[src/rtl/vga_timing_gen_if.sv]
// Raster timing bundle: run/restart controls toward the generator, strobes and
// counters toward renderers and the VGA pins.
interface vga_timing_gen_if #(
  parameter int unsigned CW = 10
);
  logic          en;
  logic          sync_clear;
  logic          p_tick;
  logic [CW-1:0] pixel_x;
  logic [CW-1:0] pixel_y;
  logic          hsync;
  logic          vsync;
  logic          video_on;
  logic          line_start;
  logic          frame_start;

  modport master (
    input  en, sync_clear,
    output p_tick, pixel_x, pixel_y, hsync, vsync, video_on, line_start, frame_start
  );

  modport slave (
    output en, sync_clear,
    input  p_tick, pixel_x, pixel_y, hsync, vsync, video_on, line_start, frame_start
  );
endinterface

[src/rtl/vga_timing_gen.sv]
// Parametrised raster timing generator: pixel strobe divider, h/v counters and
// registered sync/blanking/line/frame markers decoded from next-state counters.
module vga_timing_gen #(
  parameter int unsigned H_ACTIVE = 640,
  parameter int unsigned H_FP     = 16,
  parameter int unsigned H_SYNC   = 96,
  parameter int unsigned H_BP     = 48,
  parameter int unsigned V_ACTIVE = 480,
  parameter int unsigned V_FP     = 10,
  parameter int unsigned V_SYNC   = 2,
  parameter int unsigned V_BP     = 33,
  parameter bit          H_POL    = 1'b0,
  parameter bit          V_POL    = 1'b0,
  parameter int unsigned CLK_DIV  = 4,
  parameter int unsigned CW       = 10
) (
  input  logic             CLK_100MHz,
  input  logic             reset,
  vga_timing_gen_if.master vga
);

  localparam int unsigned H_TOTAL  = H_ACTIVE + H_FP + H_SYNC + H_BP;
  localparam int unsigned V_TOTAL  = V_ACTIVE + V_FP + V_SYNC + V_BP;
  localparam int unsigned HS_START = H_ACTIVE + H_FP;
  localparam int unsigned HS_END   = HS_START + H_SYNC - 1;
  localparam int unsigned VS_START = V_ACTIVE + V_FP;
  localparam int unsigned VS_END   = VS_START + V_SYNC - 1;
  localparam int unsigned DW       = (CLK_DIV > 1) ? $clog2(CLK_DIV) : 1;

  localparam logic [DW-1:0] DIV_LAST   = DW'(CLK_DIV - 1);
  localparam logic [CW-1:0] X_LAST     = CW'(H_TOTAL - 1);
  localparam logic [CW-1:0] Y_LAST     = CW'(V_TOTAL - 1);
  localparam logic [CW-1:0] X_ACT      = CW'(H_ACTIVE);
  localparam logic [CW-1:0] Y_ACT      = CW'(V_ACTIVE);
  localparam logic [CW-1:0] HS_START_C = CW'(HS_START);
  localparam logic [CW-1:0] HS_END_C   = CW'(HS_END);
  localparam logic [CW-1:0] VS_START_C = CW'(VS_START);
  localparam logic [CW-1:0] VS_END_C   = CW'(VS_END);

  logic [DW-1:0] div_q, div_d;
  logic [CW-1:0] x_q, x_d, y_q, y_d;
  logic          hs_q, hs_d, vs_q, vs_d, von_q, von_d;
  logic          ls_q, ls_d, fs_q, fs_d;
  logic          tick;

  // Next-state counters; decoded outputs come from the next state so they
  // line up with the counters on the same clock.
  always_comb begin
    div_d = div_q;
    x_d   = x_q;
    y_d   = y_q;
    ls_d  = 1'b0;
    fs_d  = 1'b0;
    tick  = vga.en && (div_q == DIV_LAST);

    if (vga.sync_clear) begin
      div_d = '0;
      x_d   = '0;
      y_d   = '0;
      ls_d  = 1'b1;
      fs_d  = 1'b1;
    end else begin
      if (vga.en) begin
        div_d = (div_q == DIV_LAST) ? '0 : div_q + DW'(1);
      end
      if (tick) begin
        if (x_q == X_LAST) begin
          x_d  = '0;
          ls_d = 1'b1;
          if (y_q == Y_LAST) begin
            y_d  = '0;
            fs_d = 1'b1;
          end else begin
            y_d = y_q + CW'(1);
          end
        end else begin
          x_d = x_q + CW'(1);
        end
      end
    end

    hs_d  = ((x_d >= HS_START_C) && (x_d <= HS_END_C)) ? H_POL : ~H_POL;
    vs_d  = ((y_d >= VS_START_C) && (y_d <= VS_END_C)) ? V_POL : ~V_POL;
    von_d = (x_d < X_ACT) && (y_d < Y_ACT);
  end

  always_ff @(posedge CLK_100MHz or posedge reset) begin
    if (reset) begin
      div_q <= '0;
      x_q   <= '0;
      y_q   <= '0;
      hs_q  <= ~H_POL;
      vs_q  <= ~V_POL;
      von_q <= 1'b0;
      ls_q  <= 1'b0;
      fs_q  <= 1'b0;
    end else begin
      div_q <= div_d;
      x_q   <= x_d;
      y_q   <= y_d;
      hs_q  <= hs_d;
      vs_q  <= vs_d;
      von_q <= von_d;
      ls_q  <= ls_d;
      fs_q  <= fs_d;
    end
  end

  // p_tick is the only combinational output: it marks the last clock of a pixel.
  assign vga.p_tick      = tick;
  assign vga.pixel_x     = x_q;
  assign vga.pixel_y     = y_q;
  assign vga.hsync       = hs_q;
  assign vga.vsync       = vs_q;
  assign vga.video_on    = von_q;
  assign vga.line_start  = ls_q;
  assign vga.frame_start = fs_q;

endmodule

[src/flat_wrapper.sv]
// flat-port wrapper written by rule: the top's interface ports become plain ports
module vga_timing_gen_flat 
#(
  parameter int unsigned H_ACTIVE = 640,
  parameter int unsigned H_FP     = 16,
  parameter int unsigned H_SYNC   = 96,
  parameter int unsigned H_BP     = 48,
  parameter int unsigned V_ACTIVE = 480,
  parameter int unsigned V_FP     = 10,
  parameter int unsigned V_SYNC   = 2,
  parameter int unsigned V_BP     = 33,
  parameter bit          H_POL    = 1'b0,
  parameter bit          V_POL    = 1'b0,
  parameter int unsigned CLK_DIV  = 4,
  parameter int unsigned CW       = 10
)
  (CLK_100MHz, reset, vga_en, vga_sync_clear, vga_p_tick, vga_pixel_x, vga_pixel_y, vga_hsync, vga_vsync, vga_video_on, vga_line_start, vga_frame_start);
  vga_timing_gen_if #(.CW(CW)) vga_i ();
  input  logic CLK_100MHz;
  input  logic reset;
  input wire logic [$bits(vga_i.en)-1:0] vga_en;
  input wire logic [$bits(vga_i.sync_clear)-1:0] vga_sync_clear;
  output wire logic [$bits(vga_i.p_tick)-1:0] vga_p_tick;
  output wire logic [$bits(vga_i.pixel_x)-1:0] vga_pixel_x;
  output wire logic [$bits(vga_i.pixel_y)-1:0] vga_pixel_y;
  output wire logic [$bits(vga_i.hsync)-1:0] vga_hsync;
  output wire logic [$bits(vga_i.vsync)-1:0] vga_vsync;
  output wire logic [$bits(vga_i.video_on)-1:0] vga_video_on;
  output wire logic [$bits(vga_i.line_start)-1:0] vga_line_start;
  output wire logic [$bits(vga_i.frame_start)-1:0] vga_frame_start;
  assign vga_i.en = vga_en;
  assign vga_i.sync_clear = vga_sync_clear;
  assign vga_p_tick = vga_i.p_tick;
  assign vga_pixel_x = vga_i.pixel_x;
  assign vga_pixel_y = vga_i.pixel_y;
  assign vga_hsync = vga_i.hsync;
  assign vga_vsync = vga_i.vsync;
  assign vga_video_on = vga_i.video_on;
  assign vga_line_start = vga_i.line_start;
  assign vga_frame_start = vga_i.frame_start;
  vga_timing_gen #(.H_ACTIVE(H_ACTIVE), .H_FP(H_FP), .H_SYNC(H_SYNC), .H_BP(H_BP), .V_ACTIVE(V_ACTIVE), .V_FP(V_FP), .V_SYNC(V_SYNC), .V_BP(V_BP), .H_POL(H_POL), .V_POL(V_POL), .CLK_DIV(CLK_DIV), .CW(CW)) u_core (.CLK_100MHz(CLK_100MHz), .reset(reset), .vga(vga_i));
endmodule
[config.mk]
export PLATFORM = sky130hd
export DESIGN_NAME = vga_timing_gen_flat
export DESIGN_NICKNAME = d
export VERILOG_FILES = /design/src/rtl/vga_timing_gen_if.sv /design/src/rtl/vga_timing_gen.sv /design/src/flat_wrapper.sv
export SDC_FILE = /design/constraint.sdc
export NUM_CORES = 1
export LEC_CHECK = 0
export CORE_MARGIN = 10
export CORE_UTILIZATION = 35
export CTS_CLUSTER_SIZE = 12
export DETAILED_ROUTE_END_ITERATION = 8
export PLACE_DENSITY = 0.69
export SYNTH_ARGS = -nofsm -noshare
export SYNTH_HDL_FRONTEND = slang
export SYNTH_SLANG_ARGS = --single-unit
[constraint.sdc]
create_clock -name CLK_100MHz -period 1.9 [get_ports CLK_100MHz]
set_input_delay 0.285 -clock CLK_100MHz [delete_from_list [all_inputs] [get_ports CLK_100MHz]]
set_output_delay 0.285 -clock CLK_100MHz [all_outputs]
set_load 0.005 [all_outputs]
==> results.md, run 1 <==
- Routed WL: 3.84 mm
- Root Driver: clkbuf_8
- CTS max path bufs: 2
- GRT Overall Usage: 0.111
- Top cells by area, synth: dfrtp_1 (44%), nor2_1 (7.6%), xor2_1 (6.1%)
- Crit share post-route: 0.982
- Die area: about 0.0071 mm2
- Sink Count: 27
- Ant. Diodes: 0
- Core ar.: 0.00397 mm2
- Vert. Die Dim: between 80 and 90 um
- Status: finished, final reports clean
- RSZ-0062 raised after global routing: yes
- Fin nets: 216
- CTS buffer count: 3
- Final setup vio count: 0
- CP max FO: 6
- XOR/XNOR share of the synthesized area: 0.0976
- Residual DRC: 0
- Mux contribution to synthesized area: 0.0139
- Flop pwr share: 0.601
- Clk slew on worst S/H paths: 0.09 ns
- Starting Density: 0.361
- Total congestion overflow: 0
- VDD IR max: between 200 and 250 uV
- Site Rows: 23
- Sw Pwr: 210 uW
- Sw frac: 0.216
- Avg Inst Size Synth: 9.83 um2
- Vias/cell: 5.11
- Antenna viol nets, final: 0
- Power per cell area: 463 mW/mm2
- Post-synthesis cell type count: 38
- Post-DP HPWL: 3.05 mm
- Hold Worst Slack: roughly 0.37 ns
- Synth Area in Compound Gates: 0.0697
- Share of cells above drive strength 1: 0.251
- Final Instance Area: 0.00211 mm2
- Max-slew violations: 0
- Iteration-0 DRC count of the detailed router: 88
- Post-synthesis adder-cell area fraction: 0.0349
- Area grow syn2layout: 46.7%
- Internal power: 764 uW
- Fin. Hold Viols: 0
- CTS tree: done
- Clock share of power: 0.323
- Post-DP Area: 0.00201 mm2
- First-pass GRT wire length: 6.69 mm
- Cells after synthesis: 146
- Sequence of cells on the critical path: ha_4, nand4_4, nor4b_4, buf_4, nand4_2, xor2_2, nor4_4, nand4b_1
- WP data required: 2.09 ns
- Syn_nets: approximately 150
- Leakage: 0.920 nW
- CP max stage delay: 0.42 ns
- MaxCap Viol Count: 0
- Vias in the first global route: 1412
- Final core utilization: 0.530
- PortBufs: 29
- Post-Syn Area: about 0.0014 mm2
- WL/cell: 15.0 um
- Syn. warnings: 0
- CP max stage cell: dfrtp_1
- CP arrival: 2.05 ns
- # IOs: 30
- F_max: 0.536 GHz
- DR pass1 iterations: 4
- Top-area cell type share of the netlist area: 0.436
- Largest family of logic cells by synthesized area: simple AND/OR/NAND/NOR gates
- Final GP Congestion: ~0.84
- WP buf/inv: 1
- EDFF count, synth: 0
- H-tree depth: 1
- Post-synth ARST share: 1.00
- Shortest period the worst path allows: 1.87 ns
- Slew headroom: 0.766
- Clk Latency, worst-skew pair: 0.27 ns
- Register area share after synthesis: 0.473
- Combinational Power Share: 0.076
- Largest net degree at the start of global routing: 28
- Hold Crit Class: primary input to asynchronous set/reset pin
- CP Launch Type: flop
- Top delay family on crit path: simple AND/OR/NAND/NOR gates
- Initial antenna violation count: 0
- Clock Skew: 0.00184 ns
- Detailed-route via count: approximately 1300
- Crit. End Element: flop
- Register bit total from synthesis: 27
- Worst-margin pin slew: 0.351 ns
- Synth Area in Simple Gates: 0.284
- Setup CP Type: flop to flop
- Dominant cell type by area after synthesis: dfrtp_1
- Die W: between 80 and 90 um
- Most used DFF post-synth: dfrtp_1
==> kinds of logic (layout without fill, tap and decap cells) <==
| family | count (synthesis) | in the layout |
|---|---|---|
| fa+ha+maj | 4 | 4 |
| mux | 2 | 2 |
| compound gates | 15 | 15 |
| xor+xnor | 16 | 16 |
| flops | 27 | 27 |
| buf+inv | 8 | 69 |
| simple gates | 74 | 74 |
==> cells in the final DEF (no fill, tap or decap), types with 2 or more instances in the layout <==
master	Yosys	layout
dlygate4sd2_1	0	2
nor2_1	29	28
ha_1	4	2
clkbuf_8	0	3
nand3_1	5	5
buf_4	0	30
ha_4	0	2
nand4_1	7	7
inv_1	6	6
clkdlybuf4s50_1	0	27
nor3_1	3	3
mux2i_1	2	2
a21oi_1	7	7
xor2_1	10	9
nor4_1	2	2
dfrtp_1	25	25
nand2_1	13	13
xnor2_1	6	6
dfstp_2	2	2
==> synth_stat cells, types with 2 or more instances <==
cell type  number
inv_1           6
nor3_1          3
nor4_1          2
mux2i_1         2
xor2_1         10
dfstp_2         2
nand4_1         7
nor2_1         29
nand3_1         5
nand2_1        13
ha_1            4
dfrtp_1        25
a21oi_1         7
xnor2_1         6
nand4_2         2
==> routing by layer <==
| metal | vias up | part of all wire | track usage |
|---|---|---|---|
| met4 | 0 | 0.0031 | 0.0274 |
| met5 | - | 0 | 0 |
| met1 | 649 | 0.43 | 0.133 |
| met3 | 2 | 0.062 | 0.0313 |
| li1 | 628 | - | - |
| met2 | 33 | 0.50 | 0.187 |
==> sequential cells by signal, summed over array words and instances, names as in the netlist <==
register,flops
u_core.vga.video_on,1
u_core.vga.vsync,1
u_core.div_q,2
u_core.vga.pixel_x,10
u_core.vga.line_start,1
u_core.vga.frame_start,1
u_core.vga.hsync,1
u_core.vga.pixel_y,10
==> worst reg2reg max path, stage by stage, from the launching register on <==
cell      delay (ns)
dfrtp_1         0.42
ha_4            0.19
nand4_4         0.12
nor4b_4         0.21
buf_4           0.18
nand4_2         0.10
xor2_2          0.19
nor4_4          0.27
nand4b_1        0.12
==> power by group through the flow <==
stage	Combinational, mW	Clock, mW	Sequential, mW
2_1_floorplan	0.0313	0	0.595
3_3_place_gp	0.0644	0	0.595
3_5_place_dp	0.0669	0	0.595
4_1_cts	0.0733	0.335	0.585
5_1_grt	0.0832	0.356	0.587
6_report	0.0740	0.315	0.585
==> per-stage QoR <==
| stage | TNS (ns) | worst slack (ns) | std cells | total power [mW] |
|---|---|---|---|---|
| CTS | 0 | 0.0348 | 257 | 0.993 |
| global route | -0.187 | -0.110 | 257 | 1.03 |
| floorplan | -0.0989 | -0.0563 | 146 | 0.627 |
| detailed placement | -2.68 | -0.253 | 251 | 0.662 |
| finish | 0 | 0.0342 | 257 | 0.974 |
| global placement | -1.66 | -0.187 | 251 | 0.659 |
==> area by class of cell <==
type / instances / area [um2]
fill: 375 / 1870
multi-input combinational: 111 / 783
sequential: 27 / 678
timing repair buffer: 59 / 513
tap: 50 / 62.6
clock buffer: 3 / 41.3
inverter: 6 / 22.5
clock inverter: 1 / 5.00
==> what timing repair did <==
action	CTS	global route
cloned	0	0
setup buffers	2	0
hold buffers	0	0
gates resized for setup	4	3
setup endpoints to repair	4	4
pin swaps	1	0
==> worst paths after layout <==
| path | start | endpoint | slack, ns | cells past startpoint |
|---|---|---|---|---|
| min in group CLK_100MHz | u_core.vga.pixel_y[3]$_DFF_PP0_ | u_core.vga.pixel_y[3]$_DFF_PP0_ | 0.64 | 2 |
| setup / recovery | u_core.vga.pixel_x[1]$_DFF_PP0_ | u_core.vga.vsync$_DFF_PP1_ | 0.03 | 8 |
| hold / removal | reset | u_core.vga.frame_start$_DFF_PP0_ | 0.37 | 3 |
| setup reg to reg | u_core.vga.pixel_x[1]$_DFF_PP0_ | u_core.vga.vsync$_DFF_PP1_ | 0.03 | 8 |
| max in group asynchronous | reset | u_core.vga.vsync$_DFF_PP1_ | 1.22 | 3 |
| hold reg to reg | u_core.vga.pixel_y[3]$_DFF_PP0_ | u_core.vga.pixel_y[3]$_DFF_PP0_ | 0.64 | 2 |
No activity file was read; power rests on OpenSTA's default activity.
==> run 2, diff against run 1 <==
Settings changed: CELL_PAD_IN_SITES_DETAIL_PLACEMENT from default to 1, CELL_PAD_IN_SITES_GLOBAL_PLACEMENT from default to 1, CORE_UTILIZATION 35 to 34, PLACE_DENSITY 0.69 to 0.82, TNS_END_PERCENT from default to 10.
==> results.md, run 2 (synthesized netlist as in run 1, its figures left out) <==
- # IOs: 30
- Sink Count: 27
- Commonest cells after routing, fill and taps aside: buf_4 (35), clkdlybuf4s50_1 (28), nor2_1 (25), dfrtp_1 (25), nand2_1 (12)
- F_max: 0.535 GHz
- MaxCap Viol Count: 0
- Slew headroom: 0.759
- Shortest period the worst path allows: 1.87 ns
- Vert. Die Dim: 85.0 um
- Share of cells above drive strength 1: 0.288
- Largest net degree at the start of global routing: 28
- VDD IR max: 285 uV
- CP max FO: 7
- Leakage: roughly 0.94 nW
- CTS buffer count: 3
- CTS max path bufs: 2
- Max-slew violations: 0
- CTS tree: done
- Status: finished, final reports clean
- Residual DRC: 0
- DR pass1 iterations: 4
- Core ar.: 0.00403 mm2
- WP data required: 2.11 ns
- Clock Skew: 0.00464 ns
- Multi-input logic area: 783 um2
- Worst-margin pin slew: 0.361 ns
- Crit. End Element: flop
- Routed WL: between 4 and 5 mm
- Final setup vio count: 0
- Register area: 678 um2
- Post-DP HPWL: 3.41 mm
- Setup tns final: 0 ns
- H-tree depth: 1
- Fill cells: roughly 470
- Vias in the first global route: 1545
- CP arrival: 2.08 ns
- Total congestion overflow: 0
- Area grow syn2layout: 49.6%
- Site Rows: 23
- PortBufs: 29
- Vias/cell: 5.15
- Die area: 0.00722 mm2
- CP Launch Type: flop
- Fin nets: 221
- Ant. Diodes: 0
- Initial antenna violation count: 0
- Detailed-route via count: 1350
- WL/cell: about 17 um
- Commonest non-fill, non-tap cell in the layout: buf_4
- Final GP Congestion: approximately 0.88
- Root Driver: clkbuf_8
- RSZ-0062 raised after global routing: yes
- Iteration-0 DRC count of the detailed router: 59
- Hold Worst Slack: 0.367 ns
- Starting Density: 0.356
- Antenna viol nets, final: 0
- Final core utilization: 0.533
- Crit share post-route: 0.983
- Power per cell area: around 470 mW/mm2
- CTS Hold Bufs: 0
- Clk Latency, worst-skew pair: around 0.28 ns
- Setup CP Type: flop to flop
- GRT Overall Usage: 0.124
- Die W: 85.0 um
- First-pass GRT wire length: ~7.5 mm
- Fin. Hold Viols: 0
- Hold Crit Class: primary input to asynchronous set/reset pin
- Clk slew on worst S/H paths: 0.10 ns
-- run 2: critical path: stages (launching register included) --
cell      delay (ns)
dfrtp_1         0.38
ha_2            0.21
nand4_4         0.13
nor4b_4         0.22
buf_4           0.18
nand4_2         0.08
xor2_1          0.20
nor4_4          0.28
nand4b_1        0.12
-- run 2: repair_timing --
| action | 4_1_cts | 5_1_grt |
|---|---|---|
| hold endpoints to repair | 0 | 0 |
| setup endpoints to repair | 5 | 11 |
| pin swaps | 0 | 2 |
| resized for setup | 4 | 10 |
| setup buffers | 2 | 3 |
-- run 2: area by class of cell --
type,instances,share of cell area
clock buffers,3,0.0192
clock inverters,1,0.00350
multi-input cells,111,0.365
well taps,50,0.0291
inverters,6,0.0105
repair buffers,64,0.257
flip-flops and latches,27,0.316
-- run 2: report_power, final --
| group | switching [mW] | total, mW | internal (mW) | leakage [nW] |
|---|---|---|---|---|
| Combinational | 0.0402 | 0.0820 | 0.0418 | 0.558 |
| Sequential | 0.00362 | 0.584 | 0.581 | 0.359 |
| Clock | 0.198 | 0.348 | 0.150 | 0.0217 |
-- run 2: path summary, 6_finish.rpt --
kind / startpoint / endpoint / slack [ns] / depth (start not counted)
max: u_core.div_q[1]$_DFFE_PP0P_ / u_core.vga.vsync$_DFF_PP1_ / 0.03 / 8
min: reset / u_core.vga.frame_start$_DFF_PP0_ / 0.37 / 3
max reg2reg: u_core.div_q[1]$_DFFE_PP0P_ / u_core.vga.vsync$_DFF_PP1_ / 0.03 / 8
min reg2reg: u_core.div_q[1]$_DFFE_PP0P_ / u_core.div_q[1]$_DFFE_PP0P_ / 0.66 / 3
max in group asynchronous: reset / u_core.vga.vsync$_DFF_PP1_ / 1.22 / 3
min in group CLK_100MHz: u_core.div_q[1]$_DFFE_PP0P_ / u_core.div_q[1]$_DFFE_PP0P_ / 0.66 / 3
-- run 2: per-stage QoR --
stage | power [mW] | setup slack [ns] | cell area [um2] | cells
global placement | 0.662 | -0.170 | 2000 | 253
finish | 1.01 | 0.0321 | 2150 | 262
CTS | 1.02 | 0.00162 | 2080 | 259
floorplan | 0.626 | -0.0709 | 1440 | 146
global route | 1.06 | -0.118 | 2150 | 262
detailed placement | 0.666 | -0.237 | 2000 | 253
-- run 2: layer usage --
| metal | vias to the layer above | global-route usage | part of all wire |
|---|---|---|---|
| met1 | 674 | 0.137 | 0.41 |
| met4 | 0 | 0.0314 | 0.0097 |
| met2 | 31 | 0.225 | 0.52 |
| met5 | - | 0 | 0 |
| li1 | 640 | - | - |
| met3 | 5 | 0.0354 | 0.060 |
==> run 3, diff against run 2 <==
Settings changed: GPL_TIMING_DRIVEN from default to 0, SLEW_MARGIN from default to 20.
==> results.md, run 3 (synthesized netlist as in run 1, its figures left out) <==
- Status: complete, but fails checks
- Failing checks: negative setup slack
- Iteration-0 DRC count of the detailed router: 25
- Power per cell area: 488 mW/mm2
- WL/cell: between 15 and 20 um
- Post-DP Area: 0.00178 mm2
- Fin. Hold Viols: 0
- Crit share post-route: 1.07
- Commonest non-fill, non-tap cell in the layout: nor2_1
- Clk Latency, worst-skew pair: 0.28 ns
- PortBufs: 28
- Root Driver: clkbuf_8
- Die W: roughly 85 um
- Share of cells above drive strength 1: 0.219
- Fill cells: between 400 and 500
- Worst-margin pin slew: 0.564 ns
- Die area: between 0.007 and 0.008 mm2
- Ant. Diodes: 0
- CP max FO: 4
- Fin nets: around 200
- CP arrival: 2.22 ns
- Final setup vio count: 9
- Largest net degree at the start of global routing: 28
- Setup CP Type: flop to flop
- Sink Count: 27
- Final WS setup: -0.135 ns
- Starting Density: 0.356
- DR pass1 iterations: 4
- MaxCap Viol Count: 0
- Area grow syn2layout: 39.6%
- Vias in the first global route: ~1500
- Total power draw: approximately 1000 uW
- R2R setup slack: -0.13 ns
- Final GP Congestion: between 0.7 and 0.8
- Hold Crit Class: primary input to flop
- GRT Overall Usage: 0.115
- Detailed-route via count: 1285
- Final core utilization: 0.497
- VDD IR max: 312 uV
- CTS tree: done
- Residual DRC: 0
- Max-slew violations: 0
- Post-DP HPWL: between 2 and 3 mm
- Shortest period the worst path allows: 2.03 ns
- RSZ-0062 raised after global routing: yes
- Antenna viol nets, final: 0
- Post-place setup slack: -0.652 ns
- H-tree depth: 1
- CTS buffer count: 3
- Final Instance Area: 0.00200 mm2
- Clk slew on worst S/H paths: ~0.10 ns
- Crit. End Element: flop
- CP Launch Type: flop
- Clock Skew: 0.00935 ns
- Routed WL: ~4.2 mm
- DP Cell Count: 224
- Slew headroom: 0.623
- Vias/cell: 5.31
- CTS max path bufs: 2
- Vert. Die Dim: around 85 um
- Total congestion overflow: 0
- Commonest cells after routing, fill and taps aside: nor2_1 (28), clkdlybuf4s50_1 (27), dfrtp_1 (23)
- # IOs: 30
- Leakage: 0.842 nW
- F_max: 0.491 GHz
- Non-Filler Instances: 242
- Site Rows: 23
- CTS Hold Bufs: 0
- WP data required: around 2.1 ns
- Initial antenna violation count: 0
- First-pass GRT wire length: 6.99 mm
- Core ar.: 0.00403 mm2
==> run 3: cell count changes in the layout (fill, tap and decap cells not counted), sizes merged <==
cell,before,now
buf,35,15
clkbuf,3,4
clkdlybuf4s50,28,27
clkinv,0,1
clkinvlp,1,0
==> run 3: power by group <==
part,internal [mW],switching (mW)
Clock,0.147,0.180
Combinational,0.0286,0.0366
Sequential,0.580,0.00482
Total,0.756,0.222
==> run 3: worst max-delay path, stage by stage (launching register included) <==
cell and delay (ns):
dfrtp_1 0.42, ha_4 0.19, nand4_4 0.11, nor4b_4 0.05, buf_4 0.15, buf_6 0.11
buf_6 0.10, and4b_1 0.18, o22a_2 0.22, nor4_4 0.27, nand4b_1 0.13
==> run 3: path summary, 6_finish.rpt <==
kind / from / cells past startpoint / to
max: u_core.div_q[1]$_DFFE_PP0P_ / 10 / u_core.vga.vsync$_DFF_PP1_
min: vga_sync_clear / 2 / u_core.div_q[1]$_DFFE_PP0P_
min in group asynchronous: reset / 2 / u_core.vga.pixel_y[4]$_DFF_PP0_
min reg2reg: u_core.vga.pixel_y[8]$_DFF_PP0_ / 2 / u_core.vga.pixel_y[8]$_DFF_PP0_
max in group asynchronous: reset / 2 / u_core.vga.pixel_x[7]$_DFF_PP0_
max reg2reg: u_core.div_q[1]$_DFFE_PP0P_ / 10 / u_core.vga.vsync$_DFF_PP1_
==> run 3: layout make-up <==
| type | count | area [um2] | share of cell area |
|---|---|---|---|
| multi-input combinational | 111 | 783 | 0.391 |
| buffer | 2 | 16.3 | 0.00812 |
| tap | 50 | 62.6 | 0.0312 |
| clock inverter | 1 | 5.00 | 0.00250 |
| sequential | 27 | 681 | 0.340 |
| inverter | 6 | 22.5 | 0.0112 |
| clock buffer | 3 | 41.3 | 0.0206 |
| timing repair buffer | 42 | 392 | 0.196 |
==> run 3: timing repair <==
action	in CTS	in global routing
setup endpoints to repair	21	15
resized for setup	11	4
setup buffers	11	3
pin swaps	7	2
==> run 3: metrics by stage <==
step                      hold slack, ns  TNS [ns]
after floorplan                    0.336    -0.139
after CTS                          0.324    -0.616
after global routing               0.325     -2.02
after global placement             0.508     -7.17
final                              0.316    -0.346
after detailed placement           0.522     -8.36
==> run 3: routing by layer <==
| layer | wire length (um) | vias to the layer above | track usage | share of wire |
|---|---|---|---|---|
| met3 | 285 | 5 | 0.0421 | 0.068 |
| met4 | 37 | 0 | 0.0329 | 0.0088 |
| met1 | 1700 | 650 | 0.122 | 0.40 |
| met2 | 2200 | 33 | 0.206 | 0.52 |
| met5 | 0 | - | 0 | 0 |
| li1 | - | 597 | - | - |
